--- src/rtl/perturb_gen.sv ---
// perturb_gen: a bank of independent XNOR Galois-free (Fibonacci) LFSR channels
// producing either raw uniform bits or a bipolar +/-amp dither per channel.
// Every channel shifts on the same step strobe. Seeds come from a common base
// plus a per-channel stride. The all-ones XNOR lock-up state is never loaded.
module perturb_gen #(
   parameter int                   CHANNELS    = 4,
   parameter int                   REG_WIDTH   = 31,
   parameter int                   OUT_WIDTH   = 11,
   parameter logic [31:0]          SEED        = 32'd24218329,
   parameter logic [31:0]          SEED_STRIDE = 32'h9E3779B9,
   parameter logic [REG_WIDTH-1:0] TAP_MASK    = REG_WIDTH'(32'h9),
   parameter int                   CNT_WIDTH   = 16
) (
   input  logic                            clk,
   input  logic                            rst,
   input  logic                            en,
   input  logic                            mode,
   input  logic [OUT_WIDTH-1:0]            amp,
   input  logic                            seed_load,
   input  logic [REG_WIDTH-1:0]            seed_in,
   output logic [CHANNELS*OUT_WIDTH-1:0]   random,
   output logic                            valid,
   output logic                            lockup,
   output logic [CNT_WIDTH-1:0]            step_cnt
);

   typedef logic [CHANNELS-1:0][REG_WIDTH-1:0] lfsr_vec_t;

   // Illegal parameter combinations stop elaboration.
   if (OUT_WIDTH > REG_WIDTH || CHANNELS < 1 || TAP_MASK == '0) begin : g_param_err
      $error("perturb_gen: illegal parameters (OUT_WIDTH > REG_WIDTH, CHANNELS < 1 or TAP_MASK == 0)");
   end

   // Raw seed of one channel: base + c*stride, truncated to the register width.
   function automatic logic [REG_WIDTH-1:0] raw_seed(input logic [63:0] base, input int c);
      logic [63:0] s;
      s = base + 64'(c) * 64'(SEED_STRIDE);
      return s[REG_WIDTH-1:0];
   endfunction

   // Seeds for all channels, with the all-ones lock-up state nudged off by one bit.
   function automatic lfsr_vec_t seeds_from(input logic [63:0] base);
      lfsr_vec_t                r;
      logic [REG_WIDTH-1:0]     s;
      r = '0;
      for (int c = 0; c < CHANNELS; c++) begin
         s = raw_seed(base, c);
         r[c] = (s == '1) ? (s ^ REG_WIDTH'(1)) : s;
      end
      return r;
   endfunction

   // True when any channel's raw seed would have been the lock-up state.
   function automatic logic any_lock(input logic [63:0] base);
      logic hit;
      hit = 1'b0;
      for (int c = 0; c < CHANNELS; c++) begin
         if (raw_seed(base, c) == '1) hit = 1'b1;
      end
      return hit;
   endfunction

   localparam lfsr_vec_t RST_LFSR = seeds_from(64'(SEED));
   localparam logic      RST_LOCK = any_lock(64'(SEED));

   lfsr_vec_t                    lfsr_q, lfsr_d;
   logic [CHANNELS*OUT_WIDTH-1:0] random_q, random_d;
   logic                         valid_q, valid_d;
   logic                         lockup_q, lockup_d;
   logic [CNT_WIDTH-1:0]         step_cnt_q, step_cnt_d;
   logic [OUT_WIDTH-1:0]         neg_amp;

   // Two's-complement negation wraps naturally at OUT_WIDTH bits; -0 stays 0.
   assign neg_amp = (~amp) + OUT_WIDTH'(1);

   // Next-state: seed_load wins over en; en shifts every channel and refreshes the output.
   always_comb begin
      // NOTE: every variable gets a default first so no path leaves it unassigned (no latch).
      lfsr_d     = lfsr_q;
      random_d   = random_q;
      valid_d    = 1'b0;
      lockup_d   = lockup_q;
      step_cnt_d = step_cnt_q;
      if (seed_load) begin
         lfsr_d     = seeds_from(64'(seed_in));
         lockup_d   = any_lock(64'(seed_in));
         step_cnt_d = '0;
      end else if (en) begin
         valid_d    = 1'b1;
         step_cnt_d = step_cnt_q + CNT_WIDTH'(1);
         for (int c = 0; c < CHANNELS; c++) begin
            lfsr_d[c] = {~^(lfsr_q[c] & TAP_MASK), lfsr_q[c][REG_WIDTH-1:1]};
            if (mode) begin
               random_d[c*OUT_WIDTH +: OUT_WIDTH] = lfsr_d[c][0] ? amp : neg_amp;
            end else begin
               random_d[c*OUT_WIDTH +: OUT_WIDTH] = lfsr_d[c][OUT_WIDTH-1:0];
            end
         end
      end
   end

   // State registers; reset returns the LFSRs to the SEED-derived values without a clock.
   always_ff @(posedge clk or posedge rst) begin
      if (rst) begin
         lfsr_q     <= RST_LFSR;
         random_q   <= '0;
         valid_q    <= 1'b0;
         lockup_q   <= RST_LOCK;
         step_cnt_q <= '0;
      end else begin
         // NOTE: non-blocking assignments so every register samples pre-edge values.
         lfsr_q     <= lfsr_d;
         random_q   <= random_d;
         valid_q    <= valid_d;
         lockup_q   <= lockup_d;
         step_cnt_q <= step_cnt_d;
      end
   end

   assign random   = random_q;
   assign valid    = valid_q;
   assign lockup   = lockup_q;
   assign step_cnt = step_cnt_q;

endmodule

--- config.mk ---
export PLATFORM = sky130hd
export DESIGN_NAME = perturb_gen
export DESIGN_NICKNAME = d
export VERILOG_FILES = /design/src/rtl/perturb_gen.sv
export SDC_FILE = /design/constraint.sdc
export NUM_CORES = 1
export LEC_CHECK = 0
export CAP_MARGIN = 5
export CORE_AREA = 5 5 182 184
export DETAILED_ROUTE_END_ITERATION = 6
export DIE_AREA = 0 0 187 189
export GPL_TIMING_DRIVEN = 0
export PLACE_DENSITY = 0.58
export SETUP_SLACK_MARGIN = 0.3
export SYNTH_ARGS = -nofsm -noshare
export SYNTH_HDL_FRONTEND = slang
export SYNTH_SLANG_ARGS = --single-unit
export TNS_END_PERCENT = 50
--- constraint.sdc ---
create_clock -name clk -period 18.45 [get_ports clk]
set_input_delay 5.535 -clock clk [delete_from_list [all_inputs] [get_ports clk]]
set_output_delay 5.535 -clock clk [all_outputs]
set_load 0.02 [all_outputs]
**Word-level counts from Yosys, hierarchy flattened**

Index checks and enable logic that the tools add are counted.

- Word-level logic and storage cells: 51
- Bits of input ports: 47
- Output and inout port bits: 62
- Register bits: 186

- Equal/unequal tests: 4
- $add $sub $neg: 5
- Reduce and logical (&&, ||, !) cells: 6
- Bitwise gates (word level): 6
- Mux-type cells: 22

Operators by type and width:

| operator | number |
|---|---|
| $mux W124 | 2 |
| $eq A31 B31 Y1 const B | 4 |
| $reduce_xnor A31 Y1 | 4 |
| $mux W11 | 8 |
| $mux W16 | 2 |
| $add A31 B29 Y31 const B | 1 |
| $add A31 B30 Y31 const B | 1 |
| $add A31 B31 Y31 const B | 1 |
| $add A16 B1 Y16 const B | 1 |
| $add A11 B1 Y11 const B | 1 |
| $not A11 Y11 | 1 |
| $mux W1 | 10 |
| $not A1 Y1 | 5 |
| $reduce_and A2 Y1 | 1 |
| $reduce_bool A2 Y1 | 1 |

**Longest topological paths before layout**

- Depth in word-level cells: 5
- Mapped depth: 12

**Worst setup path before layout**

Ideal clock, no wire load.

- Path type: input to register
- Start: input port seed_in[1]
- End: register lfsr_q[62] in the netlist's numbering
- Setup time: 77 ps
- Buffers on the path: 1
- Stages: 10
- Arrival: 8214 ps
- Slack: 10159 ps
- Cells stage by stage: ha_1 > buf_2 > a2111oi_0 > o21bai_1 > xnor2_1 > nor4_1 > nand4_1 > or4_4 > or4_1 > a31oi_1

- Cells in the longest elaborated chain, start to end: 4

Ends and longest elaborated chain:

| what | line | RTL |
|---|---|---|
| start, declared | 20 | `input logic [REG_WIDTH-1:0] seed_in,` |
| $add A31 B30 Y31 | 37 | `s = base + 64'(c) * 64'(SEED_STRIDE);` |
| $eq A31 B31 Y1 | 48 | `r[c] = (s == '1) ? (s ^ REG_WIDTH'(1)) : s;` |
| $mux W1 | 48 |  |
| $mux W124 | 84 | `if (seed_load) begin` |
| end signal, assigned | 112 | `lfsr_q <= lfsr_d;` |
| end, declared | 66 | `lfsr_vec_t lfsr_q, lfsr_d;` |

No other way between the ends.
A chain may end at the register's enable or synchronous reset.

**Final worst setup path**

- Start: input port seed_in[0]
- End: register lockup_q, in the netlist lockup

- Cells in the longest elaborated chain, start to end: 5
- Elaborated cells between the ends (all ways): 11
- Classes of those cells: 3 x add/sub; 4 x eq/ne; 4 x mux

Ends and longest elaborated chain:

| what | line | RTL |
|---|---|---|
| $add A31 B29 Y31 or $eq A31 B31 Y1 (tied branches) | 37, 58 |  |
| $eq A31 B31 Y1 or $mux W1 (tied branches) | 58 | `if (raw_seed(base, c) == '1) hit = 1'b1;` |
| $mux W1 (2 in a row) | 58 |  |
| $mux W1 * | 58 |  |
| end signal, assigned | 115 | `lockup_q <= lockup_d;` |
| end, declared | 69 | `logic lockup_q, lockup_d;` |

Every way passes the cells marked *; elsewhere a longest branch is shown, timed or not.

==> metrics.txt <==
P_int=between 0.0008 and 0.0009 W; worst setup path startpoint=seed_in[0]; Filler cells=around 3,100; max-slew violations=0; core box area=between 30,000 and 40,000 um^2; Initial Util=39.6%; hold_sp=random[25]$_DFFE_PP0P_; run status=finished, final reports clean; CTS buffer count=17; # DRC=0; Initial DRC Count=between 1,000 and 1,500; Syn Area/Cell=8.52 um^2; Area Growth Syn to Fin=17.0%; type of origin of the critical path=primary input; Resized Gates After CTS=0; placed cell area=around 14,000 um^2; RSZ-0062 raised after global routing=no; Post-Syn Instances=1,453; Routed WL per cell=23.3 um; first-pass GRT wire length=71,200 um; DIE AREA=35,300 um^2; initial antenna violation count=1; via density per instance=5.96; final setup fails=0; CP Class=in2reg; Pre-antenna DRT Iters=5; Clock transition at path regs=70 ps; syn_nets=about 1,500; Port Buf Inserts=86; Clock Power Share=a little over a third; max_slew headroom=between 20% and 30%; DPL Wire Length=between 30,000 and 40,000 um; Ports=109; synth unique cells=80; Post-synth top flop=dfrtp_1; WP data required=roughly 19,000 ps; DIE WIDTH=roughly 190 um; Lkg Pwr=5.65 nW; largest net degree at the start of global routing=around 130; # Post-CTS Setup Buffers=0; synthesized area=around 12,000 um^2; maximum vdd drop=0.0000589 V; clk sink count=186; Worst-Margin Slew=~1100 ps; CP Data Arrival Time=roughly 10,000 ps; Std-Cell Rows=65; Setup Skew=approximately 15 ps; period utilisation layout=between 50% and 60%; Max stage delay on crit path=630 ps; GP Congestion=0.949; P_sw=around 0.00040 W; post-route cell area=14,500 um^2; GR Util All Layers=25.7%; Top cell by count, worst path=clkbuf_1; ANT nets after route=0; number of synthesized flops with an enable pin=0; largest buffer count on any clock path=2; r2r startpoint=lfsr_q[63]$_DFFE_PP1P_; Net Sw Frac=32.0%; share of layout cells above drive strength 1=8.78%; Slowest-stage cell, CP=clkdlybuf4s50_1; Worst-Skew Late Latency=450 ps; Register Area=4730 um^2; crit-path cells=clkdlybuf4s50_1 -> clkbuf_1 -> inv_1 -> ha_1 -> nor2b_1 -> o31a_1 -> clkbuf_1 -> o21a_1 -> o311ai_1 -> a2111oi_0 -> nand4_1 -> or4_1 -> a41oi_1; asr flop ratio synth=100%; clock root buffer=clkbuf_16; dominant cells by area after synthesis=dfrtp_1, dfstp_2, o21ai_0; drt total wl=46,100 um; setup_tns=0 ps; H-tree levels=4; final hold vios=0; most common cell after layout, fill and taps aside=o21ai_0; Yosys reg bits=around 190; Comb pwr share=24.3%; reported max-cap violation count=0; Antenna diodes=0; nets=1,614; yosys warns=0; FMAX=0.0993 GHz; vias in the first global route=11,600; Yosys top cell by area=dfrtp_1; sequential element share of the synthesized area=38.2%; Hold Crit Class=reg2reg; most frequent cells in the layout=o21ai_0, nand2_1, dfrtp_1, mux2i_1, clkbuf_1; GRT overflow=0; pwr/cell area=87.4 nW/um^2; CTS tree=yes; vias after detailed routing=11,800; CP Max Fanout=10; CP Capture Type=flop; Final Critical Period=about 10,000 ps; Seq pwr share=between 40% and 50%; Hold-fix buffers, CTS=0; post-synth top area share=25.9%; Die Y=189 um; area taken by multi-input logic gates=7050 um^2
[cell families (layout without fill, tap and decap cells)]
group / after synthesis / after routing / synth area share (%)
xor+xnor: 82 / 82 / 5.80
fa+ha+maj: 8 / 8 / 0.809
simple gates: 486 / 486 / 20.0
flops: 186 / 186 / 38.2
mux: 111 / 111 / 9.01
buf+inv: 153 / 272 / 4.90
compound gates: 427 / 427 / 21.3
[critical path: cells and delay by family]
family / cells / cell delay [ps]
and+or+nand+nor: 3 / 1100
buffers and inverters: 4 / 1880
adders and majority gates: 1 / 320
AOI/OAI and AO/OA: 5 / 1560
[synth_stat cells, types with 11 or more instances]
master    number
a211oi_1      50
a21oi_1       53
a31oi_1       15
and3_1        11
buf_1         18
buf_2         11
clkbuf_1     101
dfrtp_1      128
dfstp_2       58
inv_1         19
mux2i_1      108
nand2_1      172
nand3_1       55
nand4_1       19
nor2_1        57
nor2b_1       45
nor3_1        19
nor4_1        12
o21ai_0      219
or3_1         43
xnor2_1       53
xor2_1        29
[metrics by stage]
step	hold WS, ps	utilization, %	instances	total power [W]	worst slack [ps]
after global routing	498	46.4	1974	0.00132	8270
after detailed placement	472	44.1	1942	0.000817	8050
after floorplan	508	-	1453	0.000690	7950
after global placement	464	44.0	1941	0.000813	5200
final	477	46.4	1974	0.00127	8380
after CTS	489	46.4	1974	0.00126	8500
[registers in the layout (all words and copies together), names as in the netlist]
signal / flops
lockup: 1
step_cnt: 16
lfsr_q: 124
valid: 1
random: 44
[final timing paths]
kind                                     endpoint  slack, ps  cells past startpoint
hold reg to reg            random[25]$_DFFE_PP0P_        480                      2
min in group asynchronous  lfsr_q[19]$_DFFE_PP0P_       5510                      2
hold / removal             random[25]$_DFFE_PP0P_        480                      2
max in group asynchronous      lockup$_DFFE_PP0P_      11950                      3
setup reg to reg           random[25]$_DFFE_PP0P_      16760                      5
setup / recovery               lockup$_DFFE_PP0P_       8380                     13
[layout make-up]
type	count	area share [%]
clock buffer	19	3.06
inverter	20	0.570
clock inverter	13	1.80
buffer	133	3.67
tap	402	3.47
multi-input combinational	1114	48.7
timing repair buffer	87	6.13
sequential	186	32.6
[routing by layer]
layer | GRT usage (%) | wire, um
met4 | 8.13 | 1490
met2 | 40.7 | 20600
met5 | 0 | 0
met1 | 36.0 | 21000
met3 | 4.65 | 2980
[power by group through the flow]
| stage | registers [W] | clock network, W | logic [W] |
|---|---|---|---|
| global placement | 0.000513 | 0 | 0.000300 |
| CTS | 0.000507 | 0.000454 | 0.000304 |
| global route | 0.000514 | 0.000473 | 0.000334 |
| detailed placement | 0.000514 | 0 | 0.000303 |
| finish | 0.000508 | 0.000451 | 0.000307 |
| floorplan | 0.000522 | 0 | 0.000169 |
(Power assumes the default switching activity.)
